File: src/rtl/pipeline_acc_pkg.sv
// Shared types and helpers for the pipeline_acc packet reducer.
package pipeline_acc_pkg;

  typedef enum logic {
    MODE_SUM = 1'b0,
    MODE_MAX = 1'b1
  } mode_e;

  localparam int unsigned CLAMP_W = 128;

  // Output record at the default parameterisation (PORTS=4, DATA_W=32, BEATS=4, ID_W=8)
  typedef struct packed {
    logic [35:0] data;
    logic [2:0]  beats;
    mode_e       mode;
    logic [7:0]  id;
    logic        sat;
  } rec_t;

  // Clamp v into the signed range of w bits; sat flags that the value changed.
  function automatic logic signed [CLAMP_W-1:0] sat_clamp(
    input  logic signed [CLAMP_W-1:0] v,
    input  int unsigned               w,
    output logic                      sat
  );
    logic signed [CLAMP_W-1:0] hi;
    logic signed [CLAMP_W-1:0] lo;
    hi = signed'((CLAMP_W'(1) << (w - 1)) - CLAMP_W'(1));
    lo = ~hi;
    sat = 1'b0;
    sat_clamp = v;
    if (v > hi) begin
      sat_clamp = hi;
      sat = 1'b1;
    end else if (v < lo) begin
      sat_clamp = lo;
      sat = 1'b1;
    end
  endfunction

endpackage

File: src/rtl/pipeline_acc_fifo.sv
// Synchronous FIFO of output records with occupancy count.
module pipeline_acc_fifo
  import pipeline_acc_pkg::*;
#(
  parameter int  DEPTH = 4,
  parameter type T     = rec_t
) (
  input  logic                         clk,
  input  logic                         rst_n,
  input  logic                         push,
  input  T                             push_rec,
  input  logic                         pop,
  output T                             head,
  output logic [$clog2(DEPTH+1)-1:0]   count
);

  localparam int AW = $clog2(DEPTH);
  localparam int CW = $clog2(DEPTH + 1);

  T           mem [DEPTH];
  logic [AW-1:0] wp;
  logic [AW-1:0] rp;
  logic       do_push;
  logic       do_pop;

  assign do_pop  = pop && (count != '0);
  assign do_push = push && ((count != CW'(DEPTH)) || do_pop);
  assign head    = mem[rp];

  always_ff @(posedge clk or negedge rst_n) begin
    if (!rst_n) begin
      wp    <= '0;
      rp    <= '0;
      count <= '0;
      for (int unsigned i = 0; i < DEPTH; i++) mem[i] <= '0;
    end else begin
      if (do_push) begin
        mem[wp] <= push_rec;
        wp      <= wp + AW'(1);
      end
      if (do_pop) rp <= rp + AW'(1);
      case ({do_push, do_pop})
        2'b10:   count <= count + CW'(1);
        2'b01:   count <= count - CW'(1);
        default: ;
      endcase
    end
  end

endmodule

File: src/rtl/pipeline_acc.sv
// Handshaked packet reducer: lane reduce, packet accumulate, clamp, credit-gated output FIFO.
module pipeline_acc
  import pipeline_acc_pkg::*;
#(
  parameter int PORTS      = 4,
  parameter int DATA_W     = 32,
  parameter int BEATS      = 4,
  parameter int OUT_W      = DATA_W + $clog2(PORTS * BEATS),
  parameter int FIFO_DEPTH = 4,
  parameter int ID_W       = 8
) (
  input  logic                         clk,
  input  logic                         rst_n,
  input  logic                         in_valid,
  output logic                         in_ready,
  input  logic [PORTS*DATA_W-1:0]      in_data,
  input  logic                         in_last,
  input  logic                         in_mode,
  output logic                         out_valid,
  input  logic                         out_ready,
  output logic [OUT_W-1:0]             out_data,
  output logic [$clog2(BEATS+1)-1:0]   out_beats,
  output logic                         out_mode,
  output logic [ID_W-1:0]              out_id,
  output logic                         out_sat
);

  localparam int RED_W = DATA_W + $clog2(PORTS);
  localparam int ACC_W = DATA_W + $clog2(PORTS * BEATS);
  localparam int BW    = $clog2(BEATS + 1);
  localparam int CW    = $clog2(FIFO_DEPTH + 1);

  typedef struct packed {
    logic [OUT_W-1:0] data;
    logic [BW-1:0]    beats;
    mode_e            mode;
    logic [ID_W-1:0]  id;
    logic             sat;
  } out_rec_t;

  logic                    run;
  logic [BW-1:0]           cnt;
  mode_e                   mode_lat;
  mode_e                   beat_mode;
  logic                    accept;
  logic                    first;
  logic                    close;
  logic signed [RED_W-1:0] red;
  logic signed [RED_W-1:0] lane;

  logic                    s1_valid;
  logic                    s1_first;
  logic                    s1_close;
  logic [BW-1:0]           s1_beats;
  mode_e                   s1_mode;
  logic signed [RED_W-1:0] s1_red;

  logic signed [ACC_W-1:0] acc;
  logic signed [ACC_W-1:0] acc_next;
  logic signed [ACC_W-1:0] s1_ext;
  logic [OUT_W-1:0]        clamped;
  logic                    clamp_sat;
  logic [ID_W-1:0]         id_cnt;
  logic                    push;
  out_rec_t                push_rec;
  out_rec_t                head;
  logic [CW-1:0]           fifo_count;
  logic [CW:0]             credits;

  assign first     = (cnt == '0);
  assign beat_mode = first ? mode_e'(in_mode) : mode_lat;
  assign accept    = in_valid && in_ready;
  assign close     = (cnt == BW'(BEATS - 1)) || in_last;

  // A closing beat in stage 1 has already claimed a FIFO slot, so pushes never see a full FIFO.
  assign credits  = {1'b0, fifo_count} + (CW+1)'(s1_valid && s1_close);
  assign in_ready = run && (credits < (CW+1)'(FIFO_DEPTH));

  always_comb begin
    red  = RED_W'(signed'(in_data[DATA_W-1:0]));
    lane = '0;
    for (int unsigned k = 1; k < PORTS; k++) begin
      lane = RED_W'(signed'(in_data[k*DATA_W +: DATA_W]));
      if (beat_mode == MODE_SUM) red = red + lane;
      else if (lane > red)       red = lane;
    end
  end

  always_ff @(posedge clk or negedge rst_n) begin
    if (!rst_n) begin
      run      <= 1'b0;
      cnt      <= '0;
      mode_lat <= MODE_SUM;
      s1_valid <= 1'b0;
      s1_first <= 1'b0;
      s1_close <= 1'b0;
      s1_beats <= '0;
      s1_mode  <= MODE_SUM;
      s1_red   <= '0;
    end else begin
      run      <= 1'b1;
      s1_valid <= accept;
      if (accept) begin
        s1_red   <= red;
        s1_first <= first;
        s1_close <= close;
        s1_beats <= cnt + BW'(1);
        s1_mode  <= beat_mode;
        if (first) mode_lat <= beat_mode;
        cnt <= close ? '0 : cnt + BW'(1);
      end
    end
  end

  // The packet result is taken straight from acc_next so the FIFO write doubles as stage 2.
  always_comb begin
    s1_ext   = ACC_W'(s1_red);
    acc_next = s1_ext;
    if (!s1_first) begin
      if (s1_mode == MODE_SUM)   acc_next = acc + s1_ext;
      else if (acc > s1_ext)     acc_next = acc;
    end
    clamp_sat = 1'b0;
    clamped   = OUT_W'(sat_clamp(CLAMP_W'(acc_next), OUT_W, clamp_sat));
  end

  assign push     = s1_valid && s1_close;
  assign push_rec = '{data:  clamped,
                      beats: s1_beats,
                      mode:  s1_mode,
                      id:    id_cnt,
                      sat:   clamp_sat && (s1_mode == MODE_SUM)};

  always_ff @(posedge clk or negedge rst_n) begin
    if (!rst_n) begin
      acc    <= '0;
      id_cnt <= '0;
    end else begin
      if (s1_valid) acc <= acc_next;
      if (push)     id_cnt <= id_cnt + ID_W'(1);
    end
  end

  pipeline_acc_fifo #(
    .DEPTH (FIFO_DEPTH),
    .T     (out_rec_t)
  ) u_fifo (
    .clk      (clk),
    .rst_n    (rst_n),
    .push     (push),
    .push_rec (push_rec),
    .pop      (out_ready),
    .head     (head),
    .count    (fifo_count)
  );

  assign out_valid = (fifo_count != '0);
  assign out_data  = head.data;
  assign out_beats = head.beats;
  assign out_mode  = head.mode;
  assign out_id    = head.id;
  assign out_sat   = head.sat;

endmodule

File: config.mk
export PLATFORM = sky130hd
export DESIGN_NAME = pipeline_acc
export DESIGN_NICKNAME = d
export VERILOG_FILES = /design/src/rtl/pipeline_acc_pkg.sv /design/src/rtl/pipeline_acc_fifo.sv /design/src/rtl/pipeline_acc.sv
export SDC_FILE = /design/constraint.sdc
export NUM_CORES = 1
export LEC_CHECK = 0
export BUFFER_PORTS_ARGS = -buffer_cell sky130_fd_sc_hd__clkbuf_2
export CAP_MARGIN = 25
export CORE_MARGIN = 1.5
export CORE_UTILIZATION = 25
export CTS_CLUSTER_DIAMETER = 120
export DETAILED_ROUTE_END_ITERATION = 10
export GPL_ROUTABILITY_DRIVEN = 0
export GPL_TIMING_DRIVEN = 0
export HOLD_SLACK_MARGIN = 0.15
export SKIP_LAST_GASP = 1
export SLEW_MARGIN = 20
export SYNTH_ARGS = -nofsm -noshare
export SYNTH_HDL_FRONTEND = slang
export SYNTH_SLANG_ARGS = --single-unit
File: constraint.sdc
create_clock -name clk -period 19.3 [get_ports clk]
set_input_delay 1.93 -clock clk [delete_from_list [all_inputs] [get_ports clk]]
set_output_delay 1.93 -clock clk [all_outputs]
set_load 0.05 [all_outputs]
==> reports/results.tsv <==
stage	metric	value	unit
critical_path	Worst path most repeated cell	clkbuf_1	
critical_path	Worst Setup End Kind	flop	
synthesis	Cells after Synth	3083	
die	Die Wd	324	um
finish	Layout Nets	3726	
die	chip height	324	um
hold_path	worst hold path stage count	2	
clock_tree	CTS max path bufs	3	
finish	Final Util	0.292	
synthesis	post-synth cell types	94	
detailed_routing	drt initial violations	2001	
detailed_routing	wire per inst	19.3	um
critical_path	CP max FO	10	
finish	share of cells above drive strength 1	0.122	
critical_path	Max stage delay on crit path	0.80	ns
timing	Worst Tran Pin Value	1.07	ns
detailed_routing	1st-pass router iterations	7	
grt	initial antenna violation count	14	
grt	vias in the first global route	23300	
detailed_routing	DRC Markers	0	
critical_path	WP data arrival	14.77	ns
clock_tree	post-CTS resize count	0	
critical_path	R2R depth	37	
grt	global-route wire length before repair	140	mm
clock_tree	Worst-path clk slew	0.06	ns
finish	most frequent cells in the layout	nand2_1, dfrtp_1, ha_1	
clock_tree	Max H-tree Level	2	
timing	final cycle utilization of the critical path	0.743	
synthesis	Netlist Area Pre-Place	25700	um^2
die	die area	105000	um^2
detailed_routing	detailed-route via count	24100	
clock_tree	Worst-Skew Late Latency	0.55	ns
place	IO Port Bufs	184	
synthesis	Syn Area/Cell	8.35	um^2
synthesis	flop and latch count out of synthesis	293	
clock_tree	CTS Buf Count	34	
hold_path	type of the tightest min-delay check	flop to flop	
finish	commonest non-fill, non-tap cell in the layout	nand2_1	
die	IO Pins	185	
critical_path	RR Endpoint	s1_red[14]	
critical_path	Worst Setup Start Kind	input port	
die	Rows	117	
detailed_routing	Total Wirelength	90.9	mm
synthesis	Syn Nets	3498	
timing	clock skew	0.0196	ns
timing	final slew viol count	0	
clock_tree	clk sinks	293	
critical_path	Worst path slowest cell	clkbuf_1	
clock_tree	root buf cell	clkbuf_16	
synthesis	FFs w/ async S/R, synth	1.00	
clock_tree	Post-CTS Hold Buffers	0	
timing	Tmin final	14.34	ns
synthesis	Yosys warning count	0	
critical_path	critical path class	input port to flop	
synthesis	number of enable flip-flop cells after synthesis	0	
synthesis	Seq/Total Area, Yosys	0.285	
critical_path	Reg-to-Reg Start	cnt[0]	
timing	Fin. Hold Viols	0	
critical_path	CP startpoint	in_mode	
timing	worst relative slew slack	0.283	
critical_path	critical path required time	19.73	ns
critical_path	Setup crit end	s1_red[14]	
flow_run	Max Cap Viol	0	
clock_tree	Post CTS Setup Buffer Count	0	
grt	gr ovfl total	0	
place	HPWL Detailed	72.3	mm
die	Core ar.	102000	um^2
die	Starting Density	0.253	
grt	Total GRT Usage	0.171	
timing	unrepaired setup endpoints after global routing	no	
timing	setup tns final	0	ns
finish	area grow syn2layout	15.6	%
grt	largest net degree at the start of global routing	86	
timing	# setup viols final	0	
clock_tree	CTS tree	yes	
critical_path	Reg2Reg Setup Slack	5.43	ns
synthesis	Synth Flop Type	dfrtp_1	
detailed_routing	routed vias/inst	5.12	
timing	Hold Slack	0.473	ns
outcome	status	finished, final reports clean	
detailed_routing	post-route ant nets	0	
timing	FMAX	69.8	MHz
## cell type report
cell class              instances  area (um^2)
fillers                     11000        72100
multi-input cells            2386        16800
flip-flops and latches        293         7330
well taps                    1368         1710
repair buffers                192         1060
clock buffers                  45          963
inverters                     246          923
plain buffers                 158          636
clock inverters                16          267
diodes                          6         15.0
## layer usage
layer / vias up / share of wire / track usage
met1: 11500 / 0.45 / 0.237
met2: 929 / 0.45 / 0.271
met4: 18 / 0.029 / 0.0551
met3: 167 / 0.074 / 0.0284
li1: 11500 / - / -
met5: - / 0.0012 / 0
## how the worst min path moves through the flow
stage	from	slack [ns]	end
detailed placement	u_fifo.mem[159]	0.46	u_fifo.mem[159]
floorplan	u_fifo.mem[59]	0.44	u_fifo.mem[59]
global placement	u_fifo.mem[156]	0.46	u_fifo.mem[156]
global route	u_fifo.mem[8]	0.49	u_fifo.mem[8]
CTS	u_fifo.mem[159]	0.48	u_fifo.mem[159]
finish	u_fifo.mem[159]	0.47	u_fifo.mem[159]
## synth_stat cells, types with 7 or more instances
cell,n,share of area
or3_1,21,0.0051
mux2_2,59,0.026
buf_2,15,0.0029
inv_1,245,0.036
nand4_1,36,0.0088
nor2_1,227,0.033
a21o_1,33,0.0096
a21boi_0,10,0.0029
o21bai_1,49,0.014
a41oi_1,7,0.0024
nand2_1,368,0.054
buf_1,20,0.0029
o31ai_1,32,0.0093
o211ai_1,20,0.0058
ha_1,276,0.13
mux2i_1,45,0.018
nand2b_1,25,0.0061
nand3b_1,9,0.0026
mux4_2,49,0.043
nand3_1,45,0.0088
xnor2_1,80,0.027
xor2_1,24,0.0082
a221oi_1,9,0.0031
a211o_1,17,0.0058
o21ai_1,10,0.0019
o22ai_1,33,0.0080
o2111ai_1,7,0.0024
a22oi_1,38,0.011
nor3b_1,13,0.0038
o21a_1,33,0.0096
nor3_1,76,0.015
o21ai_0,226,0.044
o311ai_0,10,0.0034
a21oi_1,222,0.043
clkbuf_1,118,0.017
and3_1,18,0.0044
or2_2,8,0.0019
a211oi_1,23,0.0067
a31oi_1,45,0.011
dfrtp_1,293,0.28
nor4_1,20,0.0049
and2_1,26,0.0063
o221ai_1,10,0.0034
nor2b_1,30,0.0073
## through the flow
step	instances	area, um^2	worst slack [ns]
6_report	4710	29800	4.96
5_1_grt	4708	29800	4.60
4_1_cts	4701	29700	5.26
3_5_place_dp	4640	28500	4.72
3_3_place_gp	4635	28400	4.67
2_1_floorplan	3083	25700	9.11
## sequential cells by signal (all words and copies together), names as in the netlist
signal	cells
acc	36
cnt	3
id_cnt	8
mode_lat	1
run	1
s1_beats	3
s1_close	1
s1_first	1
s1_mode	1
s1_red	34
s1_valid	1
u_fifo.count	3
u_fifo.mem	196
u_fifo.rp	2
u_fifo.wp	2
## critical path, delay by kind of cell
family | cells | cell delay [ns]
buffers and inverters | 12 | 5.26
muxes | 2 | 0.88
and+or+nand+nor | 8 | 2.78
adders and majority gates | 2 | 0.51
AOI/OAI and AO/OA | 11 | 3.34
## kinds of logic (layout without fill, tap and decap cells)
| kind of cell | Yosys count | in the layout | share of synthesized area |
|---|---|---|---|
| simple gates | 947 | 947 | 0.171 |
| compound gates | 900 | 900 | 0.223 |
| other cells | 1 | 7 | 0.000146 |
| buf+inv | 404 | 657 | 0.0606 |
| flops | 293 | 293 | 0.285 |
| fa+ha+maj | 281 | 281 | 0.138 |
| mux | 153 | 153 | 0.0862 |
| xor+xnor | 104 | 104 | 0.0354 |
Power is not shown: default switching activity piles up to over one toggle a cycle in this logic, so the estimate is an artifact.
